**config.mk**
```make
export PLATFORM = sky130hd
export DESIGN_NAME = universal_ff_bank
export DESIGN_NICKNAME = d
export VERILOG_FILES = /design/src/rtl/universal_ff_bank.sv
export SDC_FILE = /design/constraint.sdc
export NUM_CORES = 1
export LEC_CHECK = 0
export CAP_MARGIN = 25
export CELL_PAD_IN_SITES_DETAIL_PLACEMENT = 1
export CELL_PAD_IN_SITES_GLOBAL_PLACEMENT = 2
export CORE_ASPECT_RATIO = 2
export CORE_MARGIN = 2
export CORE_UTILIZATION = 23
export CTS_CLUSTER_SIZE = 28
export DETAILED_ROUTE_END_ITERATION = 16
export GPL_ROUTABILITY_DRIVEN = 0
export GPL_TIMING_DRIVEN = 0
export PLACE_DENSITY = 0.83
export SLEW_MARGIN = 20
export SYNTH_ARGS = -nofsm -noshare
export SYNTH_HDL_FRONTEND = slang
export SYNTH_SLANG_ARGS = --single-unit
```
**constraint.sdc**
```tcl
create_clock -name clk -period 1.8 [get_ports clk]
set_input_delay 0.36 -clock clk [delete_from_list [all_inputs] [get_ports clk]]
set_output_delay 0.36 -clock clk [all_outputs]
set_load 0.03 [all_outputs]
```
**src/rtl/universal_ff_bank.sv**
```systemverilog
// WIDTH-bit bank of universal flip-flops (D/T/JK/SR selected at run time) with sticky illegal-SR flags.
// Optional saturating toggle counter is built only when UFF_TOGGLE_CNT_EN is defined.
module universal_ff_bank #(
  parameter int                 WIDTH     = 4,
  parameter logic [WIDTH-1:0]   RESET_VAL = '0,
  parameter int                 CNT_W     = 8
) (
  input  logic             clk,
  input  logic             reset,
  input  logic             en,
  input  logic [1:0]       mode,
  input  logic [WIDTH-1:0] a,
  input  logic [WIDTH-1:0] b,
  input  logic             err_clr,
  input  logic             cnt_clr,
  output logic [WIDTH-1:0] q,
  output logic             chg,
  output logic [WIDTH-1:0] sr_err,
  output logic             any_err,
  output logic [CNT_W-1:0] toggle_cnt
);

  localparam logic [1:0] MODE_D  = 2'b00;
  localparam logic [1:0] MODE_T  = 2'b01;
  localparam logic [1:0] MODE_JK = 2'b10;
  localparam logic [1:0] MODE_SR = 2'b11;

  logic [WIDTH-1:0] qn;
  logic [WIDTH-1:0] err_set;
  logic [WIDTH-1:0] flips;

  function automatic logic jk_next(input logic cur, input logic j, input logic k);
    case ({j, k})
      2'b00:   jk_next = cur;
      2'b01:   jk_next = 1'b0;
      2'b10:   jk_next = 1'b1;
      default: jk_next = ~cur;
    endcase
  endfunction

  // s=r=1 keeps the current value; the error path flags it separately
  function automatic logic sr_next(input logic cur, input logic s, input logic r);
    case ({s, r})
      2'b01:   sr_next = 1'b0;
      2'b10:   sr_next = 1'b1;
      default: sr_next = cur;
    endcase
  endfunction

  always_comb begin
    qn      = q;
    err_set = '0;
    if (en) begin
      case (mode)
        MODE_D: qn = a;
        MODE_T: qn = q ^ a;
        MODE_JK: begin
          for (int i = 0; i < WIDTH; i++) qn[i] = jk_next(q[i], a[i], b[i]);
        end
        MODE_SR: begin
          for (int i = 0; i < WIDTH; i++) qn[i] = sr_next(q[i], a[i], b[i]);
          err_set = a & b;
        end
        default: qn = q;
      endcase
    end
  end

  assign flips = q ^ qn;

  // State register stage: q, change flag and sticky error flags
  always_ff @(posedge clk) begin
    if (reset) begin
      q      <= RESET_VAL;
      chg    <= 1'b0;
      sr_err <= '0;
    end else begin
      q      <= qn;
      chg    <= en && (|flips);
      sr_err <= (err_clr ? '0 : sr_err) | err_set;
    end
  end

  assign any_err = |sr_err;

`ifdef UFF_TOGGLE_CNT_EN
  localparam int PC_W  = $clog2(WIDTH + 1);
  localparam int SUM_W = ((CNT_W > PC_W) ? CNT_W : PC_W) + 1;

  logic [PC_W-1:0] flip_cnt;

  function automatic logic [PC_W-1:0] popcount(input logic [WIDTH-1:0] v);
    logic [PC_W-1:0] acc;
    acc = '0;
    for (int i = 0; i < WIDTH; i++) acc = acc + PC_W'(v[i]);
    return acc;
  endfunction

  function automatic logic [CNT_W-1:0] sat_add(input logic [CNT_W-1:0] base,
                                               input logic [PC_W-1:0]  inc);
    logic [SUM_W-1:0] sum;
    logic [SUM_W-1:0] max_v;
    sum   = SUM_W'(base) + SUM_W'(inc);
    max_v = SUM_W'({CNT_W{1'b1}});
    return (sum > max_v) ? {CNT_W{1'b1}} : sum[CNT_W-1:0];
  endfunction

  assign flip_cnt = popcount(flips);

  // Counter stage: clear restarts from zero but still absorbs this cycle's flips
  always_ff @(posedge clk) begin
    if (reset) begin
      toggle_cnt <= '0;
    end else if (cnt_clr) begin
      toggle_cnt <= sat_add('0, flip_cnt);
    end else if (en) begin
      toggle_cnt <= sat_add(toggle_cnt, flip_cnt);
    end
  end
`else
  logic unused_cnt_clr;
  assign unused_cnt_clr = cnt_clr;
  assign toggle_cnt     = '0;
`endif

endmodule
```
## Yosys cells after proc, flatten, opt, wreduce, memory -nomap -nowiden

Cells that the tools add are included.

| word-level totals | value |
|---|---|
| flip-flop bits (word level) | 9 |
| bits in latches | 0 |
| bits in writable memories | 0 |
| ROM bits | 0 |
| output and inout port bits | 18 |
| logic and storage cells | 43 |
| memories kept | 0 |

| operators by class | value |
|---|---|
| $add $sub $neg | 0 |
| $mul | 0 |
| divide/modulo/power cells | 0 |
| $lt $le $gt $ge | 0 |
| equal/unequal tests | 11 |
| shift-type cells | 0 |
| multiplexer cells | 13 |
| bitwise gates (word level) | 8 |
| reduce and logical (&&, ||, !) cells | 8 |

Operators by type and width:

| cell | number |
|---|---|
| 4-bit two-way mux | 4 |
| 4-bit case mux with 4 select lines | 1 |
| 2-bit equality test, second input constant | 6 |
| 1-bit case mux with 3 select lines | 4 |
| 2-bit by 1-bit equality test with 1-bit output, second input constant | 5 |
| 2-bit zero test | 5 |
| 1-bit case mux with 2 select lines | 4 |
| 4-bit OR reduction | 2 |
| 4-bit bitwise XOR | 2 |
| 4-bit AND | 1 |
| 1-bit NOT | 4 |
| 4-bit OR | 1 |
| 1-bit logical AND | 1 |

## Logic depth before layout (Yosys ltp)

| depth | value |
|---|---|
| depth after elaboration | 7 |
| depth in mapped cells | 7 |
| mapped depth without buffers | 7 |

## Worst setup path after synthesis

No wires, ideal clock.

| timing | value |
|---|---|
| path type | input to register |
| start point | in b[0] |
| end point | reg chg |
| library setup time | 88 ps |
| arrival time | 1501 ps |
| required time | 1712 ps |
| path slack | 211 ps |
| stages on the path | 7 |
| path through | inv_1 > ha_1 > nand2b_1 > o211ai_1 > nand4_1 > mux2_2 > a311oi_2 |

| on the way | value |
|---|---|
| cells in the longest elaborated chain, start to end | 7 |
| elaborated cells between the ends (all ways) | 10 |
| classes of those cells | 2 x eq/ne; 4 x mux; 1 x bitwise; 3 x reduce/logical |

RTL lines:

| item | line | text |
|---|---|---|
| start, declared | 13 | `input logic [WIDTH-1:0] b,` |
| 2-bit equality test (tied with other cells) | 33, 43 |  |
| 1-bit case mux with 3 select lines or 1-bit case mux with 2 select lines (tied branches) | 33, 43 |  |
| 4-bit case mux with 4 select lines (*) | 54 | `case (mode)` |
| 4-bit two-way mux (*) | 53 | `if (en) begin` |
| 4-bit bitwise XOR (*) | 69 | `assign flips = q ^ qn;` |
| 4-bit OR reduction (*) | 79 | `chg <= en && (\|flips);` |
| 1-bit logical AND (*) | 79 |  |
| end signal, assigned | 79 |  |
| end, declared | 17 | `output logic chg,` |

Every way passes the cells marked *; elsewhere a longest branch is shown, timed or not.
A chain may end at the register's enable or synchronous reset.

## Worst setup path in the final report

| timing | value |
|---|---|
| start point | reg sr_err[2] |
| end point | out any_err |

| on the way | value |
|---|---|
| cells in the longest elaborated chain, start to end | 1 |

RTL lines:

| item | line | text |
|---|---|---|
| start, declared | 18 | `output logic [WIDTH-1:0] sr_err,` |
| start signal, assigned | 80 | `sr_err <= (err_clr ? '0 : sr_err) \| err_set;` |
| 4-bit OR reduction | 84 | `assign any_err = \|sr_err;` |
| end, declared | 19 | `output logic any_err,` |

No other way between the ends.

==> impl_metrics.py <==
metrics = {
    "run_status": {
        "status": "finished clean",
    },
    "finish": {
        "stdcell_area_sq_um": 1211,
        "final_cell_mix": "12 x nor2_1, 10 x a21oi_1, 10 x buf_4",
        "multi_input_area_sq_um": 576.8,
        "fill_cells": 478,
        "antenna_cells": 0,
        "drive_gt1_share_pct": 15.28,
        "final_common_cell": "nor2_1",
        "final-seq-area_sq_um": 180.2,
        "final_nets": 168,
        "syn_to_final_growth_pct": 42.56,
    },
    "floorplanning": {
        "die_x_um": 46.98,
        "num_rows": 31,
        "die_area_sq_um": 4225,
        "initial_utilization_pct": 23.81,
        "ios": 33,
        "coreArea_sq_um": 3568,
        "die_height_um": 89.95,
    },
    "power_and_ir_drop": {
        "p_seq_share_pct": 31.9,
        "swShare_pct": 31.79,
        "switchingPower_w": 0.0002192,
        "leakagePower_nw": 0.5747,
        "peakVddDrop_uv": 261.2,
        "power_density_nw_per_um2": 569.2,
        "finalPower_w": 0.0006894,
        "p_comb_share_pct": 34.2,
        "clockPowerShare_pct": 33.9,
        "p_int_w": 0.0004702,
    },
    "worst_setup_path": {
        "end_kind": "output port",
        "critPathRequiredTime_ps": 1440,
        "worstSetupPathType": "reg -> out",
        "critical_path.startpoint_type": "register",
        "critPathMaxFanout": 3,
        "cp_data_arrival_time_ps": 1400,
    },
    "logic_synthesis": {
        "synth.area.mux_share_pct": 1.325,
        "synth_area_leaders": "dfxtp_1 21%, ha_1 12%, buf_4 7.1%, a21oi_1 5.9%, nor2b_1 5.9%",
        "yosys.area_share.simple_pct": 27.98,
        "ys_seq_area_share_pct": 21.21,
        "yosys.area.top_type": "dfxtp_1",
        "async_flop_share_pct": 0,
        "synth_top_area_share_pct": 21.21,
        "synth_area_sq_um": 849.6,
        "syn_avg_cell_area_sq_um": 7.654,
        "synth_compound_area_share_pct": 18.85,
        "synth_top_family_by_area": "simple AND/OR/NAND/NOR gates",
        "netlist_instances": 111,
        "synth-xor-area-share_pct": 1.031,
        "synthFlopType": "dfxtp_1",
        "synthAdderAreaFrac_pct": 14.43,
        "ys_types": 34,
        "synth-edff-count": 0,
        "yosys_warnings": 0,
        "synth-seq-cells": 9,
    },
    "grt": {
        "track_usage_pct": 12.28,
        "grt_max_degree": 11,
        "grt_pass1_wl_um": 4008,
        "grt_pass1_vias": 974,
        "antenna_found_initial": 0,
        "grt-ovfl-total": 0,
    },
    "clock_tree": {
        "cts.sinks": 9,
        "clkTransAtPathRegs_ps": 50,
        "clk_latency_ps": 230,
        "h-tree-depth": 1,
        "numCtsBuffers": 3,
        "cts_tree": "yes",
        "ctsHoldBuffers": 0,
        "root_buffer": "clkbuf_8",
        "ctsLongestPathBuffers": 2,
    },
    "drt": {
        "antenna_left": 0,
        "drt-initial-drc-count": 1,
        "wl_per_cell_um": 12.43,
        "vias_per_cell": 4.710,
        "dr_total_vias": 909,
        "routed_wirelength_um": 2399,
        "remaining_drc_errors": 0,
        "drt_first_pass_iters": 4,
    },
    "sta": {
        "max_freq_ghz": 0.5686,
        "rsz0062_at_grt": "false",
        "skew_ps": 5.798,
        "setup_viol": 0,
        "fin_crit_sh_pct": 97.71,
        "drv_slew": 0,
        "period_needed_ps": 1759,
        "hold_viol": 0,
    },
    "run": {
        "maxCapViolCount": 0,
    },
    "placed_design": {
        "portBuffers": 20,
        "placedInstanceArea_sq_um": 1137,
        "dpl.hpwl_um": 1987,
    },
    "hold_path": {
        "hold_path_class": "in -> reg",
    },
}
[area by class of cell]
type	count	share of cell area (%)
Sequential cell	9	14.88
Tap cell	49	5.062
Multi-Input combinational cell	88	47.62
Inverter	7	2.169
Clock buffer	4	3.719
Buffer	14	8.161
Timing Repair Buffer	22	18.39
[registers in the layout, summed over array words and instances (netlist names)]
name,flops
q,4
sr_err,4
chg,1
[worst paths after layout]
kind / startpoint / endpoint / slack (ps) / cells after the start
setup / recovery: sr_err[2] / any_err / 40 / 2
hold / removal: reset / q[3] / 510 / 2
setup reg to reg: q[3] / chg / 290 / 5
hold reg to reg: q[2] / q[2] / 590 / 2
[logic make-up (layout without fill, tap and decap cells)]
logic type                 count (synthesis)  count (layout)
adders and majority gates                 10              10
DFF                                        9               9
other                                      1               8
AOI/OAI and AO/OA                         24              24
buffers and inverters                     21              47
xor gates and xnor gates                   1               1
muxes                                      1               1
and+or+nand+nor                           44              44
[layer usage]
layer / part of all wire (%) / track usage (%) / wire, um
met3: 2.9 / 0.8032 / 69
met2: 61 / 23.52 / 1474
met5: 0 / 0 / 0
met1: 35 / 12.00 / 833
met4: 0.88 / 5.093 / 21
[power by group through the flow]
| stage | Sequential (W) | Combinational [W] | Clock [W] |
|---|---|---|---|
| after floorplan | 0.000239 | 0.000141 | 0 |
| after global placement | 0.000223 | 0.000228 | 0 |
| after detailed placement | 0.000223 | 0.000235 | 0 |
| after CTS | 0.000220 | 0.000231 | 0.000244 |
| after global routing | 0.000221 | 0.000258 | 0.000254 |
| final | 0.000220 | 0.000236 | 0.000234 |
[critical path, cell delays in order (launching register included)]
cell and delay, ps:
dfxtp_1 310, or4_1 510, clkdlybuf4s15_1 350
[repair_timing]
action                                  4_1_cts  5_1_grt
setup buffers                                 0        2
endpoints found under the setup margin        2        4
resized for setup                             7        8
pin swaps                                     1        2
[synth_stat cells, drive strengths merged, types with 2 or more instances]
cell type / instances
inv: 7
dfxtp: 9
a21oi: 10
clkbuf: 2
o21a: 2
nor2b: 8
nand2: 6
nand4: 3
nand2b: 4
o21ai: 2
o211ai: 4
nand3: 4
maj3: 2
nand4b: 3
buf: 12
nor2: 12
ha: 8
and3: 2
[stage by stage]
step | instances | setup WS [ps] | setup TNS, ps | utilization [%] | hold slack (ps)
6_report | 193 | 41.18 | 0 | 33.94 | 514.3
5_1_grt | 193 | 4.006 | 0 | 33.94 | 532.7
4_1_cts | 191 | -142.2 | -142.2 | 32.99 | 510.9
3_5_place_dp | 187 | -460.7 | -1640 | 31.87 | 578.2
3_3_place_gp | 187 | -407.0 | -1276 | 31.87 | 556.6
2_1_floorplan | 118 | 210.9 | 0 | - | 572.7
Note: power is estimated with default switching activity, not from simulation.
